## src/rtl/hs4_responder.sv

```systemverilog
// hs4_responder: passive end of a four-phase return-to-zero bundled-data channel.
// REQ/DIN are sampled on CK. ACK is driven back to the initiator. Accepted words are
// buffered in a small FIFO and handed to a synchronous consumer over valid/ready.
// Ports:
//   CK, RS          clock, asynchronous active-high reset
//   ENA             global enable; 0 freezes all state and blocks pops
//   REQ, DIN        four-phase request and bundled data from the initiator
//   ACK             registered acknowledge
//   ACK_NEXT        value ACK takes at the next enabled edge
//   DOUT            FIFO head word (0 when empty)
//   DOUT_VALID      head word available
//   DOUT_READY      consumer accepts head
//   COUNT           FIFO occupancy
//   ERR             sticky flag: REQ withdrawn before ACK
module hs4_responder #(
   parameter int unsigned WIDTH     = 8,
   parameter int unsigned DEPTH     = 4,
   parameter int unsigned ACK_DELAY = 0
) (
   input  logic                       CK,
   input  logic                       RS,
   input  logic                       ENA,
   input  logic                       REQ,
   input  logic [WIDTH-1:0]           DIN,
   output logic                       ACK,
   output logic                       ACK_NEXT,
   output logic [WIDTH-1:0]           DOUT,
   output logic                       DOUT_VALID,
   input  logic                       DOUT_READY,
   output logic [$clog2(DEPTH+1)-1:0] COUNT,
   output logic                       ERR
);

   localparam int unsigned CW = $clog2(DEPTH + 1);
   localparam int unsigned PW = $clog2(DEPTH);
   localparam logic [CW-1:0] FULL = CW'(DEPTH);
   localparam logic [3:0] DELAY_INIT = 4'(ACK_DELAY);

   typedef enum logic [1:0] {StIdle, StDelay, StAcked} state_t;

   state_t           state_q, state_d;
   logic [3:0]       cnt_q, cnt_d;
   logic             err_q, err_d;
   logic             ack_q;
   logic [WIDTH-1:0] mem [DEPTH];
   logic [PW-1:0]    wr_ptr_q, rd_ptr_q;
   logic [CW-1:0]    count_q;
   logic             push, pop;

   always_comb begin
      state_d = state_q;
      cnt_d   = cnt_q;
      err_d   = err_q;
      push    = 1'b0;
      if (ENA) begin
         unique case (state_q)
            StIdle: begin
               // Full FIFO withholds ACK: the initiator simply waits in REQ=1.
               if (REQ && count_q != FULL) begin
                  push = 1'b1;
                  if (ACK_DELAY == 0) begin
                     state_d = StAcked;
                  end else begin
                     cnt_d   = DELAY_INIT;
                     state_d = StDelay;
                  end
               end
            end
            StDelay: begin
               if (!REQ) begin
                  // Word already pushed stays in the FIFO.
                  err_d   = 1'b1;
                  cnt_d   = 4'd0;
                  state_d = StIdle;
               end else if (cnt_q == 4'd1) begin
                  cnt_d   = 4'd0;
                  state_d = StAcked;
               end else begin
                  cnt_d = cnt_q - 4'd1;
               end
            end
            StAcked: begin
               if (!REQ) state_d = StIdle;
            end
            default: state_d = StIdle;
         endcase
      end
   end

   assign ACK_NEXT   = (state_d == StAcked);
   assign ACK        = ack_q;
   assign ERR        = err_q;
   assign COUNT      = count_q;
   assign DOUT_VALID = (count_q != '0) && ENA;
   assign pop        = DOUT_VALID && DOUT_READY;
   assign DOUT       = (count_q != '0) ? mem[rd_ptr_q] : '0;

   always_ff @(posedge CK or posedge RS) begin
      if (RS) begin
         state_q  <= StIdle;
         cnt_q    <= 4'd0;
         err_q    <= 1'b0;
         ack_q    <= 1'b0;
         wr_ptr_q <= '0;
         rd_ptr_q <= '0;
         count_q  <= '0;
      end else begin
         state_q <= state_d;
         cnt_q   <= cnt_d;
         err_q   <= err_d;
         ack_q   <= ACK_NEXT;
         if (push) wr_ptr_q <= wr_ptr_q + PW'(1);
         if (pop)  rd_ptr_q <= rd_ptr_q + PW'(1);
         unique case ({push, pop})
            2'b10:   count_q <= count_q + CW'(1);
            2'b01:   count_q <= count_q - CW'(1);
            default: count_q <= count_q;
         endcase
      end
   end

   // Storage needs no reset: DOUT is gated by COUNT.
   always_ff @(posedge CK) begin
      if (push) mem[wr_ptr_q] <= DIN;
   end

endmodule

```

## config.mk

```make
export PLATFORM = sky130hd
export DESIGN_NAME = hs4_responder
export DESIGN_NICKNAME = d
export VERILOG_FILES = /design/src/rtl/hs4_responder.sv
export SDC_FILE = /design/constraint.sdc
export NUM_CORES = 1
export LEC_CHECK = 0
export CAP_MARGIN = 20
export CORE_UTILIZATION = 35
export CTS_BUF_LIST = sky130_fd_sc_hd__clkbuf_4
export CTS_CLUSTER_DIAMETER = 200
export DETAILED_ROUTE_END_ITERATION = 12
export GPL_TIMING_DRIVEN = 0
export PLACE_DENSITY = 0.59
export SLEW_MARGIN = 30
export SYNTH_ARGS = -nofsm -noshare
export SYNTH_HDL_FRONTEND = slang
export SYNTH_SLANG_ARGS = --single-unit
```

## constraint.sdc

```tcl
create_clock -name CK -period 5.55 [get_ports CK]
set_clock_uncertainty 0.05 [all_clocks]
set_input_delay 1.11 -clock CK [delete_from_list [all_inputs] [get_ports CK]]
set_output_delay 1.11 -clock CK [all_outputs]
set_load 0.05 [all_outputs]
```

# Word-level counts from Yosys, hierarchy flattened
# Memory sizes are Yosys's and may differ from the RTL's.
# Cells that the tools add are included.
dict set report word_totals {
  regBits 15
  ramBits 32
  inputBits 13
  out_inout_bits 15
  elab_cells 44
  mem_count 1
}
# name depth width read_ports rd_clocked_by_memory_dff write_ports line
set mem_list {}
lappend mem_list {mem 4 8 1 0 1 45} ;# logic [WIDTH-1:0] mem [DEPTH];
dict set report classes {
  add_sub_neg 5
  n_eq_ne 7
  n_mux 15
  bitwise_logic 1
  n_reduce_logical 8
}
# op count
set ops {}
lappend ops {{2-bit two-way mux} 5}
lappend ops {{4-bit two-way mux} 2}
lappend ops {{8-bit two-way mux} 1}
lappend ops {{2-bit equality test, second input constant} 3}
lappend ops {{2-bit case mux with 3 select lines} 1}
lappend ops {{3-bit case mux with 2 select lines} 1}
lappend ops {{1-bit two-way mux} 5}
lappend ops {{2-bit by 1-bit adder with 2-bit output, second input constant} 2}
lappend ops {{2-bit by 1-bit equality test with 1-bit output, second input constant} 2}
lappend ops {{4-bit by 1-bit equality test with 1-bit output, second input constant} 1}
lappend ops {{4-bit by 1-bit subtractor with 4-bit output, second input constant} 1}
lappend ops {{3-bit by 1-bit adder with 3-bit output, second input constant} 1}
lappend ops {{1-bit logical AND} 3}
lappend ops {{3-bit != test, second input constant} 1}
lappend ops {{3-bit AND reduction} 1}
lappend ops {{3-bit nonzero test} 1}
lappend ops {{3-bit by 1-bit subtractor with 3-bit output, second input constant} 1}
lappend ops {{2-bit zero test} 1}
lappend ops {{2-bit AND reduction} 1}
lappend ops {{2-bit nonzero test} 1}
lappend ops {{1-bit inverter} 1}

# Depth between registers and ports, before layout
dict set report depth {
  depth_word 7
  depth_mapped 10
  mapped_depth_nobuf 9
}

# Worst setup path after synthesis
# Ideal clock, no wire load.
dict set report synth_timing {
  path_type {input -> output}
  from {input ENA}
  to {output DOUT_VALID}
  arrival_time_ps 1806
  required_time_ps 4390
  setup_slack_ps 2584
  stages 2
  n_path_buf 0
  cell_sequence {inv_1 nor2_1}
}
dict set report synth_via {
  elab_chain_len 1
}
# item line
set synth_lines {}
lappend synth_lines {{start: declaration} 22} ;# input logic ENA,
lappend synth_lines {{1-bit logical AND} 94} ;# assign DOUT_VALID = (count_q != '0) && ENA;
lappend synth_lines {{end: declaration} 28} ;# output logic DOUT_VALID,
# No other way between the ends.

# Worst setup path after layout
dict set report layout_timing {
  from {input ENA}
  to {output ACK_NEXT}
}
dict set report layout_via {
  elab_chain_len 2
}
# item line
set layout_lines {}
lappend layout_lines {{2-bit two-way mux} 55} ;# if (ENA) begin
lappend layout_lines {{2-bit equality test} 90} ;# assign ACK_NEXT = (state_d == StAcked);
lappend layout_lines {{end: declaration} 26} ;# output logic ACK_NEXT,
# No other way between the ends.

==> out/qor.yml <==
hold_path_depth: 1
worstSetupEndpointType: "primary output"
clk_pin_slew_ns: 0.14
yosysTopAreaCellShare_pct: 46.7
avgViaCountPerCell: 4.90
ctsResizeCount: 0
max-clock-path-buffers: 2
gr-usage-all-layers_pct: 13.2
cellPowerDensity_nw_per_um2: 491
place_hpwl_um: 2560
die_w_um: 78.7
drc: 0
seq_area_frac_synth_pct: 64.9
synthCells: 133
worstPathMaxFanout: 6
ir_drop_mv: 0.190
synth_area_um2: 2060
p_total_w: 0.00122
wirelength_um: 3700
cts_sinks: 47
multi_input_area_um2: 658
final_antenna_net_count: 0
cts_hold_buf: 0
grt_max_degree: 18
holdCritPathClass: "reg -> reg"
setup_violations: 0
max_cap_viol_count: 0
path_class: "in -> out"
hold_viol_final: 0
post_cts_buffers: 0
status: "finished, final reports clean"
rsz0062_at_grt: "no"
r2r_slack_ns: 3.10
power_leakage_nw: 0.946
htree_num_levels: 2
start_util_pct: 36.9
yosys.area.top_type: "edfxtp_1"
final_nets: 188
antenna_found_initial: 0
worst_ep_arrival_time_ns: 2.97
tightest_slew_ns: 0.618
grt_pass1_wl_um: 5960
dr.pass1.iters: 4
fin_crit_sh_pct: 74.4
holdWs_ns: 0.468
regArea_um2: 1340
required_ns: 4.39
cts_tree: "yes"
dieArea_um2: 6200
timing.fmax_ghz: 0.242
min_period_ns: 4.13
synthTopCellsByArea: "edfxtp_1 (47%), dfrtp_1 (18%), mux4_2 (8.7%), ha_1 (4.3%), nor2b_1 (3.3%)"
yosysWarnings: 0
port_buffers: 27
ys_types: 35
ff2ff_path_depth: 10
core_um2: 5570
clk_latency_ns: 0.38
reg2reg_from: "COUNT[0]$_DFFE_PP0P_"
finalSetupTns_ns: 0
grt_pass1_vias: 1251
drt_iter0_markers: 88
rows: 27
worstHoldStart: "ERR$_DFFE_PP0P_"
diodes: 0
fill_cells: 503
num_vias: 1177
cts-root-buf: "clkbuf_4"
synth-seq-cells: 47
start_kind: "input pin"
die_h_um: 78.7
whs_endpoint: "ERR$_DFFE_PP0P_"
report.final.slew_viol_count: 0
layout-drive-gt1-share_pct: 14.3
io_pins: 28
place_congestion: 0.743
slew_headroom_pct: 58.7
numCtsBuffers: 5
dpl_cell_area_um2: 2420
area_delta_synth_final_pct: 20.7
syn_nets: 154
syn_area_per_cell_um2: 15.5
reg2reg_to: "COUNT[2]$_DFFE_PP0P_"
postLayoutCellArea_um2: 2480
wl_per_cell_um: 15.4
overflow: 0
layout by cell type (no fill, tap or decap), types with 2 or more instances in the layout:
cell	count
edfxtp_1	32
clkdlybuf4s50_1	27
dfrtp_1	15
inv_1	11
nor2b_1	11
mux4_2	8
ha_1	7
clkbuf_4	5
xor2_1	4
nand2_1	4
o21ai_0	4
and2_2	4
nor2_1	3
nand3_1	3
nor3b_1	2
clkbuf_1	2
or4_1	2
xnor2_1	2
synth_stat cells:
| master | count |
|---|---|
| xnor2_1 | 2 |
| mux2_4 | 1 |
| o21ai_0 | 4 |
| o31a_1 | 1 |
| o41ai_1 | 1 |
| ha_1 | 7 |
| and2_2 | 4 |
| nand4_1 | 1 |
| inv_1 | 11 |
| or3_1 | 1 |
| clkbuf_1 | 2 |
| and2b_2 | 1 |
| nor2_1 | 3 |
| and3_1 | 1 |
| nor3b_1 | 2 |
| nand3b_1 | 1 |
| nand2_1 | 4 |
| nor4_1 | 1 |
| buf_2 | 1 |
| nor3_1 | 1 |
| o21bai_1 | 1 |
| o31ai_1 | 1 |
| xor2_1 | 4 |
| a21boi_0 | 1 |
| fa_1 | 1 |
| or3b_1 | 1 |
| or4_1 | 2 |
| mux2i_1 | 1 |
| dfrtp_1 | 15 |
| a21o_1 | 1 |
| nand3_1 | 3 |
| edfxtp_1 | 32 |
| mux4_2 | 8 |
| buf_6 | 1 |
| nor2b_1 | 11 |
flip-flops by register name (all words and copies together) (netlist names):
| signal | flops |
|---|---|
| state_q | 2 |
| mem | 32 |
| rd_ptr_q | 2 |
| cnt_q | 4 |
| COUNT | 3 |
| ACK | 1 |
| ERR | 1 |
| wr_ptr_q | 2 |
final cells by class:
cell class	instances	share of cell area (%)
multi-input combinational	71	26.5
clock buffer	5	1.51
inverter	11	1.66
sequential	47	53.8
timing repair buffer	27	10.9
tap	72	3.63
clock inverter	3	1.11
buffer	4	0.957
critical path: stages:
cell,delay [ns]
clkdlybuf4s50_1,0.57
nor2b_1,0.19
nand4_1,0.13
nand3_1,0.13
clkdlybuf4s50_1,0.83
kinds of logic after synthesis:
family          count (synthesis)  synth area share [%]
mux                            10                  9.96
compound gates                 10                  3.28
simple gates                   37                  10.9
xor+xnor                        6                  2.55
flops                          47                  64.9
fa+ha+maj                       8                  5.22
buf+inv                        15                  3.16
where the power goes:
| part | total, W | internal (W) | switching, W |
|---|---|---|---|
| logic | 0.000590 | 0.000231 | 0.000359 |
| clock network | 0.000175 | 0.0000542 | 0.000121 |
| registers | 0.000455 | 0.000427 | 0.0000285 |
per-stage QoR:
step / util (%) / instances / worst slack [ns]
2_1_floorplan: - / 133 / 2.58
3_3_place_gp: 43.4 / 232 / 1.43
3_5_place_dp: 43.4 / 232 / 1.42
4_1_cts: 44.6 / 240 / 1.41
5_1_grt: 44.6 / 240 / 1.32
6_report: 44.6 / 240 / 1.42
worst max-delay path by stage:
| stage | endpoint | start | slack (ns) | cells past startpoint |
|---|---|---|---|---|
| 2_1_floorplan | DOUT_VALID | ENA | 2.58 | 2 |
| 3_3_place_gp | ACK_NEXT | REQ | 1.43 | 5 |
| 3_5_place_dp | ACK_NEXT | ENA | 1.42 | 5 |
| 4_1_cts | ACK_NEXT | ENA | 1.41 | 5 |
| 5_1_grt | ACK_NEXT | REQ | 1.32 | 5 |
| 6_report | ACK_NEXT | ENA | 1.42 | 5 |
metal layers:
| layer | vias to the layer above | GRT usage [%] | routed length (um) |
|---|---|---|---|
| li1 | 549 | - | - |
| met1 | 603 | 16.1 | 1650 |
| met2 | 20 | 21.6 | 1860 |
| met3 | 5 | 3.10 | 139 |
| met4 | 0 | 7.04 | 57 |
| met5 | - | 0 | 0 |
Power figures use the tool's default switching activity.
